==> src/rtl/id_ex_control_pipe.sv <==
// ID/EX control pipeline register for the 5-stage MIPS core.
// It decodes the ID-stage instruction into the full control bundle and
// registers it into the ID/EX slot together with the source registers and
// the resolved destination register.
// It also provides the load-use interlock, branch-flush bubbling, a
// syscall-driven halt state and saturating stall/flush statistics.
module id_ex_control_pipe #(
  parameter int unsigned CNT_W     = 16,
  parameter logic [31:0] HALT_CODE = 32'd10
) (
  input  logic             clk,
  input  logic             rst,
  input  logic [31:0]      instr,
  input  logic             id_valid,
  input  logic             flush,
  input  logic [31:0]      v0,
  output logic             ex_valid,
  output logic [3:0]       ex_alu_op,
  output logic             ex_mem_to_reg,
  output logic             ex_mem_write,
  output logic             ex_alu_src,
  output logic             ex_reg_write,
  output logic             ex_syscall,
  output logic             ex_signed_ext,
  output logic             ex_reg_dst,
  output logic             ex_beq,
  output logic             ex_bne,
  output logic             ex_jr,
  output logic             ex_jmp,
  output logic             ex_jal,
  output logic             ex_bgez,
  output logic             ex_sv,
  output logic             ex_lbu,
  output logic [4:0]       ex_rs,
  output logic [4:0]       ex_rt,
  output logic [4:0]       ex_dst,
  output logic             stall,
  output logic             halt,
  output logic [CNT_W-1:0] stall_cnt,
  output logic [CNT_W-1:0] flush_cnt
);

  localparam int unsigned REG_W = 5;
  localparam logic [0:0]  S_RUN  = 1'b0;
  localparam logic [0:0]  S_HALT = 1'b1;
  localparam logic [REG_W-1:0] RA_REG = 5'd31;
  localparam logic [CNT_W-1:0] CNT_MAX = '1;

  typedef struct packed {
    logic [3:0] alu_op;
    logic       mem_to_reg;
    logic       mem_write;
    logic       alu_src;
    logic       reg_write;
    logic       syscall;
    logic       signed_ext;
    logic       reg_dst;
    logic       beq;
    logic       bne;
    logic       jr;
    logic       jmp;
    logic       jal;
    logic       bgez;
    logic       sv;
    logic       lbu;
  } ctrl_t;

  logic [5:0]       op;
  logic [5:0]       func;
  logic [REG_W-1:0] rs;
  logic [REG_W-1:0] rt;
  logic [REG_W-1:0] rd;
  logic [4:0]       unused_shamt;

  ctrl_t            dec;
  logic [REG_W-1:0] dec_dst;
  ctrl_t            ex_q;

  logic             reads_rs;
  logic             reads_rt;
  logic             hazard;
  logic             halt_req;
  logic             load_slot;
  logic             take_bubble;

  logic [0:0]       state;
  logic [0:0]       state_next;

  assign op           = instr[31:26];
  assign rs           = instr[25:21];
  assign rt           = instr[20:16];
  assign rd           = instr[15:11];
  assign func         = instr[5:0];
  assign unused_shamt = instr[10:6];

  // Instruction decode into the control bundle.
  always_comb begin
    dec = '0;
    case (op)
      6'd0: begin
        case (func)
          6'd0:  begin dec.reg_write = 1'b1; dec.reg_dst = 1'b1; dec.alu_op = 4'd0; end
          6'd2:  begin dec.reg_write = 1'b1; dec.reg_dst = 1'b1; dec.alu_op = 4'd2; end
          6'd3:  begin dec.reg_write = 1'b1; dec.reg_dst = 1'b1; dec.alu_op = 4'd1; end
          6'd6:  begin dec.reg_write = 1'b1; dec.reg_dst = 1'b1; dec.sv = 1'b1; dec.alu_op = 4'd2; end
          6'd7:  begin dec.reg_write = 1'b1; dec.reg_dst = 1'b1; dec.sv = 1'b1; dec.alu_op = 4'd1; end
          6'd32: begin dec.reg_write = 1'b1; dec.reg_dst = 1'b1; dec.alu_op = 4'd5; end
          6'd33: begin dec.reg_write = 1'b1; dec.reg_dst = 1'b1; dec.alu_op = 4'd5; end
          6'd34: begin dec.reg_write = 1'b1; dec.reg_dst = 1'b1; dec.alu_op = 4'd6; end
          6'd36: begin dec.reg_write = 1'b1; dec.reg_dst = 1'b1; dec.alu_op = 4'd7; end
          6'd37: begin dec.reg_write = 1'b1; dec.reg_dst = 1'b1; dec.alu_op = 4'd8; end
          6'd39: begin dec.reg_write = 1'b1; dec.reg_dst = 1'b1; dec.alu_op = 4'd10; end
          6'd42: begin dec.reg_write = 1'b1; dec.reg_dst = 1'b1; dec.alu_op = 4'd11; end
          6'd43: begin dec.reg_write = 1'b1; dec.reg_dst = 1'b1; dec.alu_op = 4'd12; end
          6'd8:  begin dec.jr = 1'b1; dec.jmp = 1'b1; end
          6'd12: begin dec.syscall = 1'b1; end
          default: dec = '0;
        endcase
      end
      6'd8, 6'd9: begin
        dec.alu_src = 1'b1; dec.reg_write = 1'b1; dec.signed_ext = 1'b1; dec.alu_op = 4'd5;
      end
      6'd10: begin
        dec.alu_src = 1'b1; dec.reg_write = 1'b1; dec.signed_ext = 1'b1; dec.alu_op = 4'd11;
      end
      6'd12: begin
        dec.alu_src = 1'b1; dec.reg_write = 1'b1; dec.alu_op = 4'd7;
      end
      6'd13: begin
        dec.alu_src = 1'b1; dec.reg_write = 1'b1; dec.alu_op = 4'd8;
      end
      6'd35: begin
        dec.alu_src = 1'b1; dec.reg_write = 1'b1; dec.mem_to_reg = 1'b1;
        dec.signed_ext = 1'b1; dec.alu_op = 4'd5;
      end
      6'd36: begin
        dec.alu_src = 1'b1; dec.reg_write = 1'b1; dec.mem_to_reg = 1'b1;
        dec.signed_ext = 1'b1; dec.lbu = 1'b1; dec.alu_op = 4'd5;
      end
      6'd43: begin
        dec.alu_src = 1'b1; dec.mem_write = 1'b1; dec.signed_ext = 1'b1; dec.alu_op = 4'd5;
      end
      6'd4:  dec.beq = 1'b1;
      6'd5:  dec.bne = 1'b1;
      6'd1:  begin dec.bgez = 1'b1; dec.signed_ext = 1'b1; dec.alu_op = 4'd11; end
      6'd2:  dec.jmp = 1'b1;
      6'd3:  begin dec.jmp = 1'b1; dec.jal = 1'b1; dec.reg_write = 1'b1; end
      6'd40: dec.signed_ext = 1'b1;
      default: dec = '0;
    endcase
  end

  // Destination register selection: jal links to $ra, R-type writes rd.
  always_comb begin
    dec_dst = rt;
    if (dec.jal) begin
      dec_dst = RA_REG;
    end else if (dec.reg_dst) begin
      dec_dst = rd;
    end
  end

  // Which source registers the ID instruction actually reads.
  always_comb begin
    reads_rs = 1'b1;
    if ((op == 6'd2) || (op == 6'd3)) begin
      reads_rs = 1'b0;
    end
    if ((op == 6'd0) &&
        ((func == 6'd0) || (func == 6'd2) || (func == 6'd3) || (func == 6'd12))) begin
      reads_rs = 1'b0;
    end
    reads_rt = (op == 6'd0) || (op == 6'd4) || (op == 6'd5) || (op == 6'd43);
  end

  // Load-use hazard: a load in EX writes a register the ID instruction reads.
  always_comb begin
    hazard = ex_valid && ex_q.mem_to_reg && (ex_dst != '0) && id_valid &&
             ((reads_rs && (rs == ex_dst)) || (reads_rt && (rt == ex_dst)));
  end

  // Halt request when a syscall in EX carries the halt code.
  always_comb begin
    halt_req = (state == S_RUN) && ex_valid && ex_q.syscall && (v0 == HALT_CODE);
  end

  // Next-state logic plus stall and slot-update controls.
  always_comb begin
    state_next  = state;
    stall       = 1'b0;
    load_slot   = 1'b0;
    take_bubble = 1'b0;
    case (state)
      S_RUN: begin
        stall = hazard && !flush;
        if (halt_req) begin
          state_next = S_HALT;
        end else begin
          load_slot   = 1'b1;
          take_bubble = flush || stall || !id_valid;
        end
      end
      S_HALT: begin
        stall = 1'b1;
      end
      default: begin
        state_next = S_RUN;
      end
    endcase
  end

  // FSM state and registered halt flag.
  always_ff @(posedge clk or posedge rst) begin
    if (rst) begin
      state <= S_RUN;
      halt  <= 1'b0;
    end else begin
      state <= state_next;
      halt  <= (state_next == S_HALT);
    end
  end

  // ID/EX pipeline register; a bubble clears every field.
  always_ff @(posedge clk or posedge rst) begin
    if (rst) begin
      ex_valid <= 1'b0;
      ex_q     <= '0;
      ex_rs    <= '0;
      ex_rt    <= '0;
      ex_dst   <= '0;
    end else if (load_slot) begin
      if (take_bubble) begin
        ex_valid <= 1'b0;
        ex_q     <= '0;
        ex_rs    <= '0;
        ex_rt    <= '0;
        ex_dst   <= '0;
      end else begin
        ex_valid <= 1'b1;
        ex_q     <= dec;
        ex_rs    <= rs;
        ex_rt    <= rt;
        ex_dst   <= dec_dst;
      end
    end
  end

  // Saturating stall and flush statistics, counted only while running.
  always_ff @(posedge clk or posedge rst) begin
    if (rst) begin
      stall_cnt <= '0;
      flush_cnt <= '0;
    end else if (state == S_RUN) begin
      if (stall && (stall_cnt != CNT_MAX)) begin
        stall_cnt <= stall_cnt + CNT_W'(1);
      end
      if (flush && (flush_cnt != CNT_MAX)) begin
        flush_cnt <= flush_cnt + CNT_W'(1);
      end
    end
  end

  assign ex_alu_op     = ex_q.alu_op;
  assign ex_mem_to_reg = ex_q.mem_to_reg;
  assign ex_mem_write  = ex_q.mem_write;
  assign ex_alu_src    = ex_q.alu_src;
  assign ex_reg_write  = ex_q.reg_write;
  assign ex_syscall    = ex_q.syscall;
  assign ex_signed_ext = ex_q.signed_ext;
  assign ex_reg_dst    = ex_q.reg_dst;
  assign ex_beq        = ex_q.beq;
  assign ex_bne        = ex_q.bne;
  assign ex_jr         = ex_q.jr;
  assign ex_jmp        = ex_q.jmp;
  assign ex_jal        = ex_q.jal;
  assign ex_bgez       = ex_q.bgez;
  assign ex_sv         = ex_q.sv;
  assign ex_lbu        = ex_q.lbu;

endmodule

==> config.mk <==
export PLATFORM = sky130hd
export DESIGN_NAME = id_ex_control_pipe
export DESIGN_NICKNAME = d
export VERILOG_FILES = /design/src/rtl/id_ex_control_pipe.sv
export SDC_FILE = /design/constraint.sdc
export NUM_CORES = 1
export LEC_CHECK = 0
export BUFFER_PORTS_ARGS = -buffer_cell sky130_fd_sc_hd__buf_2
export CAP_MARGIN = 5
export CORE_AREA = 4 4 101 84
export DETAILED_ROUTE_END_ITERATION = 10
export DIE_AREA = 0 0 105 88
export PLACE_DENSITY = 0.8
export SLEW_MARGIN = 25
export SYNTH_ARGS = -nofsm -noshare
export SYNTH_HDL_FRONTEND = slang
export SYNTH_SLANG_ARGS = --single-unit
export TNS_END_PERCENT = 100
==> constraint.sdc <==
create_clock -name clk -period 2.4 [get_ports clk]
set_input_delay 0.36 -clock clk [delete_from_list [all_inputs] [get_ports clk]]
set_output_delay 0.36 -clock clk [all_outputs]
set_load 0.02 [all_outputs]
==> impl_metrics.tcl <==
set metrics [dict create \
    design_area_um2 4730 \
    slew-limit-headroom_pct 40.1 \
    drt-initial-drc-count 248 \
    rrSetupSlack_ns 0.25 \
    crit_top_cell "buf_2" \
    clk_pin_slew_worst_paths_ns 0.08 \
    ys_seq_area_share_pct 46.2 \
    dr.pass1.iters 4 \
    area_growth_pct 28.5 \
    comb_power_share_pct 18.5 \
    slowest_delay_ns 0.45 \
    cts-root-buf "clkbuf_8" \
    worstReg2RegEnd "stall_cnt[10]" \
    wire_per_inst_um 17.2 \
    crit_buf_inv 2 \
    syn-num-nets 451 \
    synth_top_cells_by_count "68 x dfrtp_1, 45 x nand2_1, 22 x xor2_1, 19 x xnor2_1, 18 x a22o_1" \
    yosysWarnings 0 \
    power_uw 2770 \
    skew_ns 0.0116 \
    numPortBuffers 131 \
    numCtsBuffers 9 \
    ant_nets 0 \
    path_class "input pin to primary output" \
    grt_max_degree 44 \
    powerDensity_nw_per_um2 585 \
    ctsResizeCount 0 \
    drt-total-wl_um 10500 \
    postCtsSetupBuffers 0 \
    cp-end-kind "primary output" \
    start_util_pct 50.0 \
    r2r_cells 6 \
    placeableCoreArea_um2 7360 \
    n_fill_cell 622 \
    cts.sinks 68 \
    syn_avg_cell_area_um2 9.66 \
    nNetsFinal 585 \
    placed_area_um2 4510 \
    gr-total-overflow 0 \
    grt_pass1_wl_um 17000 \
    hold_ws_ns 0.0646 \
    async_flop_share_pct 100 \
    yosysMostFrequentCell "dfrtp_1" \
    syn-cell-area_um2 3680 \
    fmax_ghz 0.428 \
    synth_top_cell_area_share_pct 46.2 \
    power.share.clock_pct 34.3 \
    antenna_cells 0 \
    yosys-top-cells-area "dfrtp_1 46%, xor2_1 5.2%, nand2_1 4.6%, xnor2_1 4.5%, a22o_1 4.3%" \
    syn_inst 381 \
    io_pins 137 \
    path_cells "buf_2 -> nor4_1 -> nand3_1 -> o2111a_1 -> o21ai_2 -> o21bai_1 -> buf_2" \
    antenna_found_initial 0 \
    cts_max_level 3 \
    p_leak_uw 0.00245 \
    fin_crit_ns 2.34 \
    clock_path_buffers 2 \
    chipWidth_um 105 \
    status "finished clean" \
    final.period_utilization_pct 97.5 \
    drv_cap 0 \
    ir_drop_mv 0.399 \
    min-delay-path-class "input pin to asynchronous set/reset pin" \
    p_sw_uw 858 \
    hold_buffers 0 \
    internal_power_uw 1910 \
    dieArea_um2 9240 \
    arrival_ns 1.98 \
    place_congestion 0.863 \
    sequentialPowerShare_pct 47.1 \
    multiInputGateArea_um2 1880 \
    reg_top3 "flush_cnt: 16 flops, stall_cnt: 16 flops" \
    hpwl_um 7890 \
    r2r_start "stall_cnt[8]" \
    hold_viol 0 \
    avgViaCountPerCell 5.83 \
    cts_tree "yes" \
    first_global_vias 3494 \
    synth-main-ff-cell "dfrtp_1" \
    grt_util_all_layers_pct 23.0 \
    start_kind "input pin" \
    slew_viol_final 0 \
    cpLargestDelayFamily "compound AO/OA/AOI/OAI gates" \
    finalSetupViolCount 0 \
    crit_required_ns 2.04 \
    clkLatencyLatePin_ns 0.34 \
    cp.depth 7 \
    synth_seq_cells 68 \
    slowest_stage "nor4_1" \
    final-seq-area_um2 1700 \
    critPathMaxFanout 6 \
    switching_share_pct 31.0 \
    drive_gt1_share_pct 33.3 \
    synth-edff-count 0 \
    via_count 3556 \
    synth_top_area_cell "dfrtp_1" \
    ys_types 57 \
    die_h_um 88 \
    tightest_slew_ns 0.893 \
    drc_errors 0 \
    placementRows 28 \
]
[placed cells by master, fill, tap and decap left out, types with 11 or more instances in the layout]
master	netlist	routed
nand3_1	15	15
nand4_1	13	13
buf_2	4	131
a22o_1	18	18
nand2_1	45	45
nor3_1	16	15
xor2_1	22	22
nor4_1	12	12
xnor2_1	19	18
o21ai_0	16	16
buf_4	1	11
nor2_1	15	15
dfrtp_1	68	67
[logic make-up after synthesis]
kind of cell / count (synthesis) / synth area share [%]
AND/OR/NAND/NOR: 159 / 23.2
XOR/XNOR: 41 / 9.76
flip-flops: 68 / 46.2
multiplexers: 9 / 2.52
buffers and inverters: 29 / 3.40
AO/OA/AOI/OAI: 72 / 13.9
adder cells (fa/ha/maj): 3 / 0.952
[final cells by class]
type | instances | area share, %
timing repair buffer | 146 | 17.3
sequential | 68 | 36.0
clock inverter | 7 | 1.59
inverter | 6 | 0.476
multi-input combinational | 284 | 39.6
tap | 90 | 2.38
clock buffer | 9 | 2.62
[how the worst max path moves through the flow]
stage / startpoint / end / slack [ns]
6_report: instr[27] / stall / 0.06
5_1_grt: ex_dst[4] / stall / -0.003
4_1_cts: ex_dst[3] / stall / 0.007
3_5_place_dp: instr[27] / ex_alu_op[0] / 0.08
3_3_place_gp: instr[27] / stall_cnt[1] / 0.13
2_1_floorplan: rst / ex_alu_op[0] / 0.33
[power by group through the flow]
stage	registers (µW)	logic (µW)	clock network, µW
after floorplan	1390	225	0
after global placement	1320	493	0
after detailed placement	1330	512	0
after CTS	1300	514	971
after global routing	1320	560	1030
final	1310	513	951
[routing by layer]
layer / GRT usage [%] / part of all wire [%] / vias to the layer above
li1: - / - / 1669
met1: 28.9 / 42 / 1711
met2: 39.7 / 49 / 163
met3: 5.97 / 7.8 / 13
met4: 6.67 / 1.2 / 0
met5: 0 / 0 / -
[stage by stage]
step	setup TNS [ns]	std cells	setup slack, ns	utilization [%]
global route	-0.00320	610	-0.00320	64.3
CTS	0	610	0.00672	64.0
detailed placement	0	594	0.0799	61.3
floorplan	0	381	0.328	-
finish	0	610	0.0611	64.3
global placement	0	594	0.129	61.3
Note: power is estimated with default switching activity, not from simulation.
